File: config.mk
export PLATFORM = sky130hd
export DESIGN_NAME = udp_status_tx_flat
export DESIGN_NICKNAME = d
export VERILOG_FILES = /design/src/rtl/udp_status_tx_if.sv /design/src/rtl/udp_status_tx.sv /design/src/flat_wrapper.sv
export SDC_FILE = /design/constraint.sdc
export NUM_CORES = 1
export LEC_CHECK = 0
export CELL_PAD_IN_SITES_DETAIL_PLACEMENT = 0
export CELL_PAD_IN_SITES_GLOBAL_PLACEMENT = 1
export CORE_ASPECT_RATIO = 0.6
export CORE_UTILIZATION = 40
export DETAILED_ROUTE_END_ITERATION = 8
export PLACE_DENSITY = 0.81
export SYNTH_ARGS = -nofsm -noshare
export SYNTH_HDL_FRONTEND = slang
export SYNTH_SLANG_ARGS = --single-unit
File: constraint.sdc
create_clock -name udp_tx_clk -period 4.7 [get_ports udp_tx_clk]
set_input_delay 1.175 -clock udp_tx_clk [delete_from_list [all_inputs] [get_ports udp_tx_clk]]
set_output_delay 1.175 -clock udp_tx_clk [all_outputs]
set_load 0.1 [all_outputs]
File: src/rtl/udp_status_tx_if.sv
// Application TX port between the status-frame builder and the UDP stack.
// Handshake: the master holds app_tx_data_request while app_tx_ack is low; once ack is seen,
// the request drops and app_tx_data_valid is asserted for 8 gap-free cycles, one byte per cycle.
interface udp_status_tx_if;
  logic        app_tx_ack;
  logic        app_tx_data_request;
  logic        app_tx_data_valid;
  logic [7:0]  app_tx_data;
  logic [15:0] app_tx_data_length;

  modport master (
    input  app_tx_ack,
    output app_tx_data_request,
    output app_tx_data_valid,
    output app_tx_data,
    output app_tx_data_length
  );

  modport slave (
    output app_tx_ack,
    input  app_tx_data_request,
    input  app_tx_data_valid,
    input  app_tx_data,
    input  app_tx_data_length
  );
endinterface

File: src/rtl/udp_status_tx.sv
// Builds the 8-byte status frame (LEDs, digit display, keys, sequence, checksum) and hands it
// to the UDP stack's application TX port, periodically and on send_trig.
module udp_status_tx #(
  parameter int unsigned PERIOD_CYCLES = 125_000_000,
  parameter int unsigned ACK_TIMEOUT   = 1024
) (
  input  logic              udp_tx_clk,
  input  logic              reset,
  input  logic              send_trig,
  input  logic [3:0]        led_data_1,
  input  logic [15:0]       dled,
  input  logic [3:0]        key,
  udp_status_tx_if.master   app,
  output logic              tx_busy,
  output logic              tx_done,
  output logic              tx_drop,
  output logic [1:0]        dbg_state_o
);

  typedef enum logic [1:0] {
    IDLE = 2'd0,
    REQ  = 2'd1,
    SEND = 2'd2,
    DONE = 2'd3
  } state_t;

  localparam int          ACW         = (ACK_TIMEOUT > 1) ? $clog2(ACK_TIMEOUT) : 1;
  localparam logic [ACW-1:0] ACK_LAST = ACW'(ACK_TIMEOUT - 1);
  localparam logic [31:0] PERIOD_LAST = (PERIOD_CYCLES == 0) ? 32'd0 : 32'(PERIOD_CYCLES - 1);

  state_t          state_q, state_d;
  logic            pending_q, pending_d;
  logic [31:0]     timer_q, timer_d;
  logic [7:0]      seq_q, seq_d;
  logic [3:0]      key_q, key_d;
  logic [3:0]      led_q, led_d;
  logic [15:0]     dled_q, dled_d;
  logic [7:0]      csum_q, csum_d;
  logic [2:0]      idx_q, idx_d;
  logic [ACW-1:0]  ack_cnt_q, ack_cnt_d;
  logic            drop_q, drop_d;

  logic            timer_wrap;
  logic [7:0]      live_csum;
  logic [7:0]      frame_byte;

  // Free-running period timer; it never pauses, so frame starts stay on the period grid.
  always_comb begin
    timer_wrap = (PERIOD_CYCLES != 0) && (timer_q == PERIOD_LAST);
    timer_d    = (PERIOD_CYCLES == 0 || timer_wrap) ? 32'd0 : timer_q + 32'd1;
  end

  always_comb begin
    live_csum = 8'hA5 ^ seq_q ^ {4'h0, key} ^ {4'h0, led_data_1}
              ^ dled[15:8] ^ dled[7:0] ^ 8'h5A;
  end

  always_comb begin
    state_d   = state_q;
    pending_d = pending_q | send_trig | timer_wrap;
    seq_d     = seq_q;
    key_d     = key_q;
    led_d     = led_q;
    dled_d    = dled_q;
    csum_d    = csum_q;
    idx_d     = idx_q;
    ack_cnt_d = ack_cnt_q;
    drop_d    = 1'b0;
    case (state_q)
      IDLE: begin
        if (pending_q) begin
          // Events arriving in the same cycle as the launch belong to the next frame.
          pending_d = send_trig | timer_wrap;
          key_d     = key;
          led_d     = led_data_1;
          dled_d    = dled;
          csum_d    = live_csum;
          ack_cnt_d = '0;
          state_d   = REQ;
        end
      end
      REQ: begin
        if (app.app_tx_ack) begin
          idx_d   = 3'd0;
          state_d = SEND;
        end else if (ack_cnt_q == ACK_LAST) begin
          drop_d  = 1'b1;
          state_d = IDLE;
        end else begin
          ack_cnt_d = ack_cnt_q + 1'b1;
        end
      end
      SEND: begin
        if (idx_q == 3'd7) begin
          state_d = DONE;
        end else begin
          idx_d = idx_q + 3'd1;
        end
      end
      DONE: begin
        seq_d   = seq_q + 8'd1;
        state_d = IDLE;
      end
      default: state_d = IDLE;
    endcase
  end

  always_ff @(posedge udp_tx_clk or negedge reset) begin
    if (!reset) begin
      state_q   <= IDLE;
      pending_q <= 1'b0;
      timer_q   <= 32'd0;
      seq_q     <= 8'd0;
      key_q     <= 4'd0;
      led_q     <= 4'd0;
      dled_q    <= 16'd0;
      csum_q    <= 8'd0;
      idx_q     <= 3'd0;
      ack_cnt_q <= '0;
      drop_q    <= 1'b0;
    end else begin
      state_q   <= state_d;
      pending_q <= pending_d;
      timer_q   <= timer_d;
      seq_q     <= seq_d;
      key_q     <= key_d;
      led_q     <= led_d;
      dled_q    <= dled_d;
      csum_q    <= csum_d;
      idx_q     <= idx_d;
      ack_cnt_q <= ack_cnt_d;
      drop_q    <= drop_d;
    end
  end

  // Byte 1 reads seq_q live: it only changes in DONE, after the last byte has gone out.
  always_comb begin
    case (idx_q)
      3'd0:    frame_byte = 8'hA5;
      3'd1:    frame_byte = seq_q;
      3'd2:    frame_byte = {4'h0, key_q};
      3'd3:    frame_byte = {4'h0, led_q};
      3'd4:    frame_byte = dled_q[15:8];
      3'd5:    frame_byte = dled_q[7:0];
      3'd6:    frame_byte = 8'h5A;
      default: frame_byte = csum_q;
    endcase
  end

  // Outputs decode straight from state flops so an async reset clears them at once.
  assign app.app_tx_data_request = (state_q == REQ);
  assign app.app_tx_data_valid   = (state_q == SEND);
  assign app.app_tx_data         = (state_q == SEND) ? frame_byte : 8'd0;
  assign app.app_tx_data_length  = (state_q == REQ || state_q == SEND) ? 16'd8 : 16'd0;
  assign tx_busy                 = (state_q != IDLE);
  assign tx_done                 = (state_q == DONE);
  assign tx_drop                 = drop_q;
  assign dbg_state_o             = state_q;

endmodule

File: src/flat_wrapper.sv
// flat-port wrapper written by rule: the top's interface ports become plain ports
module udp_status_tx_flat 
#(
  parameter int unsigned PERIOD_CYCLES = 125_000_000,
  parameter int unsigned ACK_TIMEOUT   = 1024
)
  (udp_tx_clk, reset, send_trig, led_data_1, dled, key, tx_busy, tx_done, tx_drop, dbg_state_o, app_app_tx_ack, app_app_tx_data_request, app_app_tx_data_valid, app_app_tx_data, app_app_tx_data_length);
  udp_status_tx_if app_i ();
  input  logic udp_tx_clk;
  input  logic reset;
  input  logic send_trig;
  input  logic [3:0] led_data_1;
  input  logic [15:0] dled;
  input  logic [3:0] key;
  output logic tx_busy;
  output logic tx_done;
  output logic tx_drop;
  output logic [1:0] dbg_state_o;
  input wire logic [$bits(app_i.app_tx_ack)-1:0] app_app_tx_ack;
  output wire logic [$bits(app_i.app_tx_data_request)-1:0] app_app_tx_data_request;
  output wire logic [$bits(app_i.app_tx_data_valid)-1:0] app_app_tx_data_valid;
  output wire logic [$bits(app_i.app_tx_data)-1:0] app_app_tx_data;
  output wire logic [$bits(app_i.app_tx_data_length)-1:0] app_app_tx_data_length;
  assign app_i.app_tx_ack = app_app_tx_ack;
  assign app_app_tx_data_request = app_i.app_tx_data_request;
  assign app_app_tx_data_valid = app_i.app_tx_data_valid;
  assign app_app_tx_data = app_i.app_tx_data;
  assign app_app_tx_data_length = app_i.app_tx_data_length;
  udp_status_tx #(.PERIOD_CYCLES(PERIOD_CYCLES), .ACK_TIMEOUT(ACK_TIMEOUT)) u_core (.udp_tx_clk(udp_tx_clk), .reset(reset), .send_trig(send_trig), .led_data_1(led_data_1), .dled(dled), .key(key), .app(app_i), .tx_busy(tx_busy), .tx_done(tx_done), .tx_drop(tx_drop), .dbg_state_o(dbg_state_o));
endmodule
==> results list <==
- Stages on worst setup path: 7
- After floorplanning, the core was sized to cover 11490 um^2.
- For the worst-skew pair, the clock arrives at the later sink with an insertion delay of 0.34 ns.
- The repair_antennas step left the layout with diodes totalling 0.
- Initial antenna violation count: 0
- CTS built an H-tree with a depth of 3.
* Number of buffers added on ports: 43
- By area, the combinational part of the netlist is dominated by simple AND/OR/NAND/NOR gates.
* Utilization after layout: 49.87%
* RSZ-0062 raised after global routing: false
- The worst-case IR drop observed on VDD is 0.5861 mV.
- Clock tree from TritonCTS: yes
- The number of cells on the worst reg-to-reg path is 7.
* Slack of the worst reg-to-reg path: 2.19 ns
- The first global-routing pass estimated 17480 um of wire.
- Final weighted congestion in routability-driven placement: 0.8139
- Before antenna repair, the detailed router went through 7 iterations.
* Critical Path Source: u_core.idx_q[2]
- Endpoint of the worst setup timing path: app_app_tx_data[0]
- After Yosys synthesis, and, or, nand and nor cells account for 15.96% of the synthesized area.
* Xor/xnor cell area share of the yosys netlist: 10.42%
- OpenSTA, run right after detailed placement, puts the worst setup slack at 1.226 ns.
* Total setup violations reported at the end of the flow: 0
* Worst hold-check slack: 0.4756 ns
* Number of hold violations in the final report: 0
- The area growth from synthesis to layout is 19.59%.
- The flow ran to the end, and the final reports show no timing, DRC or antenna violations.
* Sequential fraction of the synthesis area: 46.50%
* Async set-reset flop share out of synthesis: 100.0%
- All-Layer GR Usage: 18.40%
- Summing every instance area after synthesis gives 4790 um^2.
- Layout cell share with drive strength beyond 1: 13.17%
- Data arrives at the worst endpoint at 2.68 ns.
- CP max stage delay: 0.59 ns
- Summing the areas of all fa, ha and maj instances in the mapped netlist gives 3.396% of the synthesized area.
* Post-synthesis cell type count: 58
- Standard cell with the maximum stage delay on the critical path: dfrtp_1
- Number of violations reported at the end of detailed-routing iteration 0: 222
- Num Clock Sinks: 89
- Met3 wire length: 575 um
- Counting flops and latches in the post-synthesis netlist gives 89.
- The detailed router placed 3490 vias in this run.
- Highest layer used for signal routing: met4
* NumNets Final: 537
- Post-route fraction of the period consumed by the critical path: 82.08%
- The detail route stage leaves a number of antenna-violating nets equal to 0.
- Total count of max-transition violations in the final report: 0
- Terminus of the critical flop-to-flop path: u_core.ack_cnt_q[9]
* Number of global-route vias before repair: 3349
* Leakage dissipation: 2.416 nW
- The share of synthesized area in the top cell type comes to 46.50%.
- Cell Count, Final, Fillers Out: 661
* Resize count post-CTS: 0
* Number of buffers inserted by post-CTS setup repair: 0
- Once the floorplan was initialized, standard cells occupied 41.70% of the core.
- Required arrival time at the worst endpoint: 3.52 ns
- Wire segments on met2 add up to 4641 um in the final route.
* Hold path cells: 1
* Most common library cells after synthesis: 89 x dfrtp_1, 41 x nand2_1, 41 x xnor2_1
- Cell type with the largest total area after synthesis: dfrtp_1
* Ordered list of cells on the worst path: inv_1, ha_1, nor4_1, buf_4, a21oi_1, a31oi_1, buf_12
- GRT overflow: 0
* Area enclosed by the die boundary: 12430 um^2
* Post-Synthesis Mean Instance Area: 10.55 um^2
* Routed len/inst: 16.13 um
* Worst setup SP type: flop
* Clock input transition at the sequential cells of the worst setup and hold paths: 0.06 ns
- Via density per instance: 5.280
- Met1 WL: 5371 um
* Family with the most delay on the worst path: buffers and inverters
* Num CTS Buffers: 9
- Aggregate routed wire length: 10660 um
* Critical path fanouts, max: 12
- Top post-synthesis cells by area: dfrtp_1 46%, xnor2_1 7.5%, mux2_2 6.1%
- Multiplexer cells account for 7.785% of the synthesized area.
- Hold/Removal Path Class: flop to flop
- Clock Skew: 0.005093 ns
- In the post-synthesis netlist, the cell with the most instances is dfrtp_1.
- Sum of net half-perimeters after detailed placement: 7659 um
* Die boundary width: 143.3 um
- Total instance count after detailed placement: 645
* # rows: 30
- In the routed design, unresolved DRC markers number 0.
- At the pin with the least slew margin, the transition time is 1.002 ns.
- In this run the deepest clock path goes through 2 buffers.
* Die height: 86.76 um
* Most used flip-flop cell after synthesis: dfrtp_1
- Pwr/cell area: 589.3 nW/um^2
* Total Negative Setup Slacks: 0 ns
- The critical path in this run is classified as flop to primary output.
- Max-cap violations in this run came to 0.
* Largest net degree at the start of global routing: 63
- The synthesized netlist devotes 11.00% of its cell area to compound gates.
* Fmax: 259.2 MHz
* Boundary Pins: 59
- Yosys printed 0 warnings.
* Final worst slack: 0.8422 ns
- Post-layout minimum cycle time: 3.858 ns
* Post-synthesis cell count: 454
* Worst Path Buf+Inv: 3
- The root buffer cell chosen for the clock tree is clkbuf_16.
* Number of synthesized flops with an enable pin: 0
* Worst max-slew margin expressed relative to the limit: 32.96%
- Critical path capture point type: primary output
* Hold buffer count at cts: 0
==> worst min path at each step <==
stage | start | to | slack (ns)
after floorplan | u_core.timer_q[31] | u_core.timer_q[31] | 0.43
after global placement | u_core.timer_q[31] | u_core.timer_q[31] | 0.45
after detailed placement | u_core.timer_q[4] | u_core.timer_q[4] | 0.47
after CTS | u_core.timer_q[4] | u_core.timer_q[4] | 0.48
after global routing | u_core.timer_q[4] | u_core.timer_q[4] | 0.48
final | u_core.timer_q[4] | u_core.timer_q[4] | 0.48
==> metal layers <==
metal / GRT usage [%] / vias to the layer above
li1: - / 1675
met1: 27.43 / 1715
met2: 26.74 / 91
met3: 4.309 / 9
met4: 4.352 / 0
met5: 0 / -
==> metrics by stage <==
| stage | power [W] | cell area, um^2 |
|---|---|---|
| global placement | 0.002569 | 5400 |
| global route | 0.003560 | 5728 |
| finish | 0.003376 | 5728 |
| floorplan | 0.002206 | 4842 |
| detailed placement | 0.002599 | 5400 |
| CTS | 0.003401 | 5728 |
==> flip-flops by register name, summed over array words and instances (netlist names), named ones only <==
signal	flops
u_core.timer_q	32
u_core.dled_q	16
u_core.ack_cnt_q	10
u_core.csum_q	8
u_core.seq_q	8
u_core.key_q	4
u_core.led_q	4
u_core.idx_q	3
u_core.dbg_state_o	1
u_core.pending_q	1
u_core.tx_drop	1
==> power by group <==
part           leakage [nW]  switching [W]  internal, W
combinational          1.12       0.000900     0.000543
clock                 0.157       0.000321     0.000472
sequential             1.14       0.000177     0.000964
total                  2.42        0.00140      0.00198
==> layout by cell type (no fill, tap or decap), types with 5 or more instances in the layout <==
master | netlist | layout
a21oi_1 | 18 | 18
a222oi_1 | 6 | 6
a22oi_1 | 7 | 7
and3_1 | 7 | 7
buf_12 | 0 | 8
buf_4 | 15 | 5
clkbuf_16 | 0 | 9
clkdlybuf4s50_1 | 0 | 34
conb_1 | 1 | 15
dfrtp_1 | 89 | 89
ha_1 | 13 | 13
inv_1 | 14 | 14
mux2_2 | 26 | 26
mux2i_1 | 8 | 8
nand2_1 | 41 | 41
nand3_1 | 19 | 19
nand4_1 | 10 | 10
nor2_1 | 23 | 23
nor3_1 | 7 | 7
o21ai_0 | 19 | 19
xnor2_1 | 41 | 41
xor2_1 | 16 | 16
==> final cells by class <==
class / count / area [um^2]
fill: 1033 / 5758
multi-input combinational: 335 / 2382
sequential: 89 / 2227
timing repair buffer: 47 / 538.0
clock buffer: 9 / 225.2
tap: 160 / 200.2
clock inverter: 7 / 102.6
inverter: 14 / 52.55
==> cells by family after synthesis <==
logic type / after synthesis
other: 1
and+or+nand+nor: 139
AOI/OAI and AO/OA: 77
muxes: 34
xor gates and xnor gates: 57
buffers and inverters: 44
adders and majority gates: 13
DFF: 89
(Power assumes the default switching activity.)
